### config.mk
export PLATFORM = sky130hd
export DESIGN_NAME = data_bus_controller
export DESIGN_NICKNAME = d
export VERILOG_FILES = /design/src/rtl/data_bus_controller.sv
export SDC_FILE = /design/constraint.sdc
export NUM_CORES = 1
export LEC_CHECK = 0
export CORE_AREA = 4 4 116 118
export DETAILED_ROUTE_END_ITERATION = 16
export DIE_AREA = 0 0 120 122
export PLACE_DENSITY = 0.84
export SETUP_SLACK_MARGIN = 0.4
export SLEW_MARGIN = 30
export SYNTH_ARGS = -nofsm -noshare
export SYNTH_HDL_FRONTEND = slang
export SYNTH_SLANG_ARGS = --single-unit
### constraint.sdc
create_clock -name clk -period 3.14 [get_ports clk]
set_clock_uncertainty 0.15 [all_clocks]
set_input_delay 0.628 -clock clk [delete_from_list [all_inputs] [get_ports clk]]
set_output_delay 0.628 -clock clk [all_outputs]
set_load 0.02 [all_outputs]
### src/rtl/data_bus_controller.sv
// data_bus_controller
// Sequences single-outstanding CPU load/store requests onto the RAM and IO
// data-bus targets. It drives the request address into an external registered
// address decoder. When the decoder's selects are valid it routes the transfer
// to the chosen target, then returns read data or an error to the CPU.
//
// Optional feature: define BUS_TIMEOUT_EN to enable the bus watchdog. The
// watchdog aborts a WAIT state after TIMEOUT_CYCLES cycles without an ack.
module data_bus_controller #(
  parameter int TIMEOUT_CYCLES = 255
) (
  input  logic        clk,
  input  logic        rst,
  // CPU data port
  input  logic        req_i,
  input  logic [31:0] addr_i,
  input  logic        we_i,
  input  logic [3:0]  be_i,
  input  logic [31:0] wdata_i,
  output logic        ready_o,
  output logic [31:0] rdata_o,
  output logic        err_o,
  // address decoder
  output logic [31:0] dec_addr_o,
  input  logic        ram_select_i,
  input  logic        io_select_i,
  // targets
  output logic        ram_req_o,
  output logic        io_req_o,
  output logic [31:0] tgt_addr_o,
  output logic        tgt_we_o,
  output logic [3:0]  tgt_be_o,
  output logic [31:0] tgt_wdata_o,
  input  logic        ram_ack_i,
  input  logic        io_ack_i,
  input  logic [31:0] ram_rdata_i,
  input  logic [31:0] io_rdata_i
);

  typedef enum logic [2:0] {
    ST_IDLE     = 3'd0,
    ST_DECODE   = 3'd1,
    ST_ROUTE    = 3'd2,
    ST_WAIT_RAM = 3'd3,
    ST_WAIT_IO  = 3'd4,
    ST_RESP     = 3'd5
  } state_t;

  state_t      state_r, state_s;

  // latched request fields; these directly drive the decoder and target buses
  logic [31:0] addr_r, addr_s;
  logic        we_r, we_s;
  logic [3:0]  be_r, be_s;
  logic [31:0] wdata_r, wdata_s;

  // registered handshake outputs
  logic        ram_req_r, ram_req_s;
  logic        io_req_r, io_req_s;
  logic        ready_r, ready_s;
  logic [31:0] rdata_r, rdata_s;
  logic        err_r, err_s;

  // ack and read data of the target currently being waited on
  logic        ack_s;
  logic [31:0] tgt_rdata_s;

`ifdef BUS_TIMEOUT_EN
  logic [15:0] wd_cnt_r, wd_cnt_s;
  logic [15:0] wd_cnt_inc_s;
  logic        wd_term_s;

  // watchdog terminal count: the wait cycle that would bring the count up to the limit
  always_comb begin
    wd_cnt_inc_s = wd_cnt_r + 16'd1;
    wd_term_s    = (wd_cnt_inc_s == 16'(TIMEOUT_CYCLES));
  end
`else
  // the timeout limit has no effect when the watchdog is compiled out
  logic [15:0] unused_timeout_cycles;
  assign unused_timeout_cycles = 16'(TIMEOUT_CYCLES);
`endif

  // select the ack/read-data pair of the target matching the current wait state
  always_comb begin
    ack_s       = 1'b0;
    tgt_rdata_s = 32'h0000_0000;
    case (state_r)
      ST_WAIT_RAM: begin
        ack_s       = ram_ack_i;
        tgt_rdata_s = ram_rdata_i;
      end
      ST_WAIT_IO: begin
        ack_s       = io_ack_i;
        tgt_rdata_s = io_rdata_i;
      end
      default: begin
        ack_s       = 1'b0;
        tgt_rdata_s = 32'h0000_0000;
      end
    endcase
  end

  // next-state and next-output logic; everything holds unless a state changes it
  always_comb begin
    state_s   = state_r;
    addr_s    = addr_r;
    we_s      = we_r;
    be_s      = be_r;
    wdata_s   = wdata_r;
    ram_req_s = ram_req_r;
    io_req_s  = io_req_r;
    ready_s   = 1'b0;
    rdata_s   = rdata_r;
    err_s     = err_r;
`ifdef BUS_TIMEOUT_EN
    wd_cnt_s  = wd_cnt_r;
`endif

    case (state_r)
      ST_IDLE: begin
        if (req_i) begin
          addr_s  = addr_i;
          we_s    = we_i;
          be_s    = be_i;
          wdata_s = wdata_i;
          state_s = ST_DECODE;
        end else begin
          state_s = ST_IDLE;
        end
      end

      // the decoder registers its selects from the latched address this cycle
      ST_DECODE: begin
        state_s = ST_ROUTE;
      end

      ST_ROUTE: begin
`ifdef BUS_TIMEOUT_EN
        wd_cnt_s = 16'd0;
`endif
        if (ram_select_i) begin
          // RAM takes priority when the decoder reports overlapping regions
          ram_req_s = 1'b1;
          state_s   = ST_WAIT_RAM;
        end else if (io_select_i) begin
          io_req_s  = 1'b1;
          state_s   = ST_WAIT_IO;
        end else begin
          ready_s   = 1'b1;
          err_s     = 1'b1;
          rdata_s   = 32'h0000_0000;
          state_s   = ST_RESP;
        end
      end

      ST_WAIT_RAM, ST_WAIT_IO: begin
        if (ack_s) begin
          // an ack arriving on the watchdog terminal cycle still completes normally
          ram_req_s = 1'b0;
          io_req_s  = 1'b0;
          rdata_s   = we_r ? 32'h0000_0000 : tgt_rdata_s;
          err_s     = 1'b0;
          ready_s   = 1'b1;
          state_s   = ST_RESP;
        end else begin
`ifdef BUS_TIMEOUT_EN
          if (wd_term_s) begin
            ram_req_s = 1'b0;
            io_req_s  = 1'b0;
            rdata_s   = 32'h0000_0000;
            err_s     = 1'b1;
            ready_s   = 1'b1;
            state_s   = ST_RESP;
          end else begin
            wd_cnt_s  = wd_cnt_inc_s;
          end
`else
          state_s = state_r;
`endif
        end
      end

      // ready_o is high during this cycle only; rdata_o/err_o keep their values
      ST_RESP: begin
        state_s = ST_IDLE;
      end

      default: begin
        state_s   = ST_IDLE;
        ram_req_s = 1'b0;
        io_req_s  = 1'b0;
      end
    endcase
  end

  // state and output registers with synchronous reset abandoning any transfer
  always_ff @(posedge clk) begin
    if (rst) begin
      state_r   <= ST_IDLE;
      addr_r    <= 32'h0000_0000;
      we_r      <= 1'b0;
      be_r      <= 4'h0;
      wdata_r   <= 32'h0000_0000;
      ram_req_r <= 1'b0;
      io_req_r  <= 1'b0;
      ready_r   <= 1'b0;
      rdata_r   <= 32'h0000_0000;
      err_r     <= 1'b0;
`ifdef BUS_TIMEOUT_EN
      wd_cnt_r  <= 16'd0;
`endif
    end else begin
      state_r   <= state_s;
      addr_r    <= addr_s;
      we_r      <= we_s;
      be_r      <= be_s;
      wdata_r   <= wdata_s;
      ram_req_r <= ram_req_s;
      io_req_r  <= io_req_s;
      ready_r   <= ready_s;
      rdata_r   <= rdata_s;
      err_r     <= err_s;
`ifdef BUS_TIMEOUT_EN
      wd_cnt_r  <= wd_cnt_s;
`endif
    end
  end

  assign ready_o     = ready_r;
  assign rdata_o     = rdata_r;
  assign err_o       = err_r;
  assign dec_addr_o  = addr_r;
  assign ram_req_o   = ram_req_r;
  assign io_req_o    = io_req_r;
  assign tgt_addr_o  = addr_r;
  assign tgt_we_o    = we_r;
  assign tgt_be_o    = be_r;
  assign tgt_wdata_o = wdata_r;

endmodule

Word-level counts from Yosys, hierarchy flattened
Index checks and enable logic that the tools add are counted.
{ "totals": {"register_bits": 108, "in_bits": 140, "wordCells": 54} }
{ "classes": {"n_eq_ne": 10, "n_mux": 25, "bitwise_logic": 1, "reduce_logical": 8} }
{ "op_table": {"columns": ["op", "n"], "rows": [
  ["32-bit two-way mux", 4],
  ["32-bit one-hot mux with 2 select lines", 2],
  ["3-bit one-hot mux with 4 select lines", 1],
  ["1-bit two-way mux", 11],
  ["2-bit inequality test (second input constant)", 5],
  ["4-bit AND reduction", 2],
  ["3-bit by 2-bit == test with 1-bit output (second input constant)", 2],
  ["3-bit == test (second input constant)", 2],
  ["3-bit two-way mux", 2],
  ["1-bit one-hot mux with 2 select lines", 3],
  ["1-bit one-hot mux with 3 select lines", 2],
  ["3-bit by 1-bit == test with 1-bit output (second input constant)", 1],
  ["3-bit zero test", 1],
  ["3-bit AND reduction", 1],
  ["3-bit OR reduction", 1],
  ["2-bit AND reduction", 1],
  ["2-bit nonzero test", 1],
  ["2-bit OR reduction", 1],
  ["1-bit NOT", 1]
]} }

Logic depth before layout (Yosys ltp)
{ "depth": {"depth_word": 5, "mapped_depth": 7} }

Least setup slack after synthesis
OpenSTA, ideal clock, no wires.
{ "synth_path": {"kind": "input to register", "from": "in req_i", "to": "reg wdata_r[15] (netlist: tgt_wdata_o[15])", "arrival_ps": 1546, "t_required_ps": 2858, "setup_slack_ps": 1312, "cell_stages": 6, "n_path_buf": 3, "path_cell_list": "or4b_1 > buf_2 > buf_6 > buf_6 > nand2_1 > a21oi_1"} }
{ "synth_via": {"elab_chain_len": 1} }
{ "synth_lines": {"columns": ["element", "line_no", "source"], "rows": [
  ["start: declaration", "15", "input logic req_i,"],
  ["2-bit AND reduction (no source line)", null, null],
  ["end signal: assignment", "218", "wdata_r <= wdata_s;"],
  ["end: declaration", "55", "logic [31:0] wdata_r, wdata_s;"]
]} }
Every way passes these cells.
A chain may end at the register's enable or synchronous reset.

Worst setup path in the final report
{ "layout_path": {"from": "in req_i", "to": "reg wdata_r[3] (netlist: tgt_wdata_o[3])"} }
Same word-level chain as after synthesis.

==> impl_metrics.ini <==
[clocking]
post_cts_resized = 0
cts_sinks = 108
postCtsSetupBuffers = 0
cts_buffers = 9
clkTransAtPathRegs_ps = 80
clock_path_buffers = 2
cts_tree = done
insertion_delay_ps = 340
cts_hold_buf = 0
htreeDepth = 3
cts_root_buffer = clkbuf_16

[die]
die_area_um2 = 14600
coreArea_um2 = 12500
start_util = 0.410
rows = 41
fp.dieW_um = 120
io_pins = 277
fp.dieH_um = 122

[synth]
synth_edf_count = 0
synth-main-ff-cell = dfxtp_1
yosys.area.top_type = dfxtp_1
synth_top_area_share = 0.423
synth_nets = 740
yosysSeqAreaShare = 0.423
netlist_area_um2 = 5110
synth_common_cells = nand2_1, dfxtp_1, a21oi_1, clkbuf_1
ys_ff_latch = 108
synth.distinct_cells = 32
avgSynthCellArea_um2 = 8.52
synthCells = 600
ys_warn_count = 0
synth-async-reset-ratio = 0
ys_top_cells_by_area = dfxtp_1, nand2_1, a21oi_1
synth.most_common_cell = nand2_1

[cells_and_area]
design_area_um2 = 7980
area_growth_pct = 56.0
regArea_um2 = 2160
n_fill_cell = 1044
antenna_cells = 0
nets = 948
multiInputGateArea_um2 = 2440
drive_gt1_frac = 0.0443

[setup_path]
r2r-start = state_r[2]
startpoint_type = primary input
crit_type = primary input to flip-flop
cpMaxStageDelayCell = or4b_2
r2r_cells = 5
end_kind = flip-flop
slowest_delay_ps = 580
cp_cell_sequence = clkdlybuf4s50_1, or4b_2, buf_4, nand2_1, a21oi_1
path_max_fanout = 69
critPathBufInv = 2
crit_arrival_ps = 2330
r2r-end = rdata_o[3]
crit_family = buffers and inverters
rrSetupSlack_ps = 1110
critical_path_required_ps = 3180

[drt]
antenna_left = 0
drc_errors = 0
num_vias = 4965
routedWlPerCell_um = 16.1
drt_pre_antenna_iters = 4
drt-total-wl_um = 15900
drt-initial-drc-count = 326
viasPerCell = 5.04

[placement]
dpl_cell_area_um2 = 7670
post-place-ws_ps = 504
dp_hpwl_um = 11800
place.gp.congestion = 0.830
numPortBuffers = 276

[power]
powerDensity_nw_per_um2 = 440
ir_drop_mv = 0.320
p_total_uw = 3510
leakagePower_uw = 0.00307

[worst_hold_path]
min_from = tgt_wdata_o[14]
hold_class = flip-flop to flip-flop
hold_path_end = tgt_wdata_o[14]
hold_depth = 2

[grt]
grt_overflow = 0
grt_max_degree = 76
antenna_found_initial = 0
grt_pass1_vias = 4671
grt_first_pass_wirelength_um = 24000
grt_usage = 0.202

[sta]
final.period_utilization = 0.729
slew_viol_final = 0
slew_headroom = 0.518
hold_viol = 0
grt_setup_unrepaired = false
min_period_ps = 2290
fmax_mhz = 437
setup_violations = 0
fin_tns_setup_ps = 0
worstMarginPinSlew_ps = 724
fin_ws_ps = 851
worst_hold_slack_ps = 307

[flow_run]
cap_violations = 0

[outcome]
outcome = complete, no violations
-- flip-flops by register name (all words and copies together) (netlist names) --
register,count
dec_addr_o,32
err_o,1
io_req_o,1
ram_req_o,1
rdata_o,32
ready_o,1
state_r,3
tgt_be_o,4
tgt_wdata_o,32
tgt_we_o,1
-- worst min-delay path, stage by stage, from the launching register on --
cell	delay [ps]
dfxtp_1	310
nand2_1	50
a21oi_1	50
-- cell usage in the layout, fill, tap and decap left out, types with 2 or more instances in the layout --
cell type / synthesis / final
clkbuf_16: 0 / 9
o21ai_0: 32 / 32
a21oi_1: 72 / 72
clkdlybuf4s50_1: 0 / 275
mux2i_1: 32 / 32
inv_6: 0 / 2
nor2_1: 2 / 2
clkinvlp_4: 0 / 2
nand2b_1: 33 / 33
dfxtp_2: 0 / 2
and4b_1: 33 / 33
dfxtp_1: 108 / 106
inv_1: 2 / 2
nor4bb_1: 32 / 32
nand2_1: 142 / 142
buf_4: 32 / 9
nor3_1: 5 / 5
nor2b_1: 3 / 3
-- metal layers --
layer,GRT usage,part of all wire
met1,0.242,0.40
met5,0,0
met3,0.0469,0.061
met2,0.352,0.52
met4,0.0780,0.023
-- kinds of logic (layout without fill, tap and decap cells) --
logic type             Yosys count  count (layout)  synth area share
AO/OA/AOI/OAI                  112             112             0.117
buffers and inverters           91             304             0.100
multiplexers                    32              32            0.0626
flip-flops                     108             108             0.423
AND/OR/NAND/NOR                257             257             0.297
-- stage by stage --
| step | utilization | std cells |
|---|---|---|
| after floorplan | - | 600 |
| after global placement | 0.615 | 969 |
| after detailed placement | 0.615 | 969 |
| after CTS | 0.640 | 985 |
| after global routing | 0.640 | 985 |
| final | 0.640 | 985 |
-- power by group --
group | switching (uW) | leakage, uW | total [uW] | internal [uW]
clock | 526 | 0.000145 | 1160 | 632
combinational | 414 | 0.00205 | 844 | 431
sequential | 61.8 | 0.000881 | 1510 | 1450
-- how the worst max path moves through the flow --
stage / endpoint / cells past startpoint / from
2_1_floorplan: tgt_wdata_o[15] / 6 / req_i
3_3_place_gp: dec_addr_o[10] / 5 / req_i
3_5_place_dp: tgt_wdata_o[3] / 5 / req_i
4_1_cts: tgt_wdata_o[20] / 5 / req_i
5_1_grt: tgt_wdata_o[20] / 5 / req_i
6_report: tgt_wdata_o[3] / 5 / req_i
-- final cells by class --
| cell class | count | share of cell area |
|---|---|---|
| Timing Repair Buffer | 286 | 0.357 |
| Inverter | 2 | 0.000941 |
| Clock inverter | 7 | 0.0103 |
| Tap cell | 172 | 0.0270 |
| Sequential cell | 108 | 0.271 |
| Clock buffer | 9 | 0.0282 |
| Multi-Input combinational cell | 401 | 0.306 |
(Power assumes the default switching activity.)
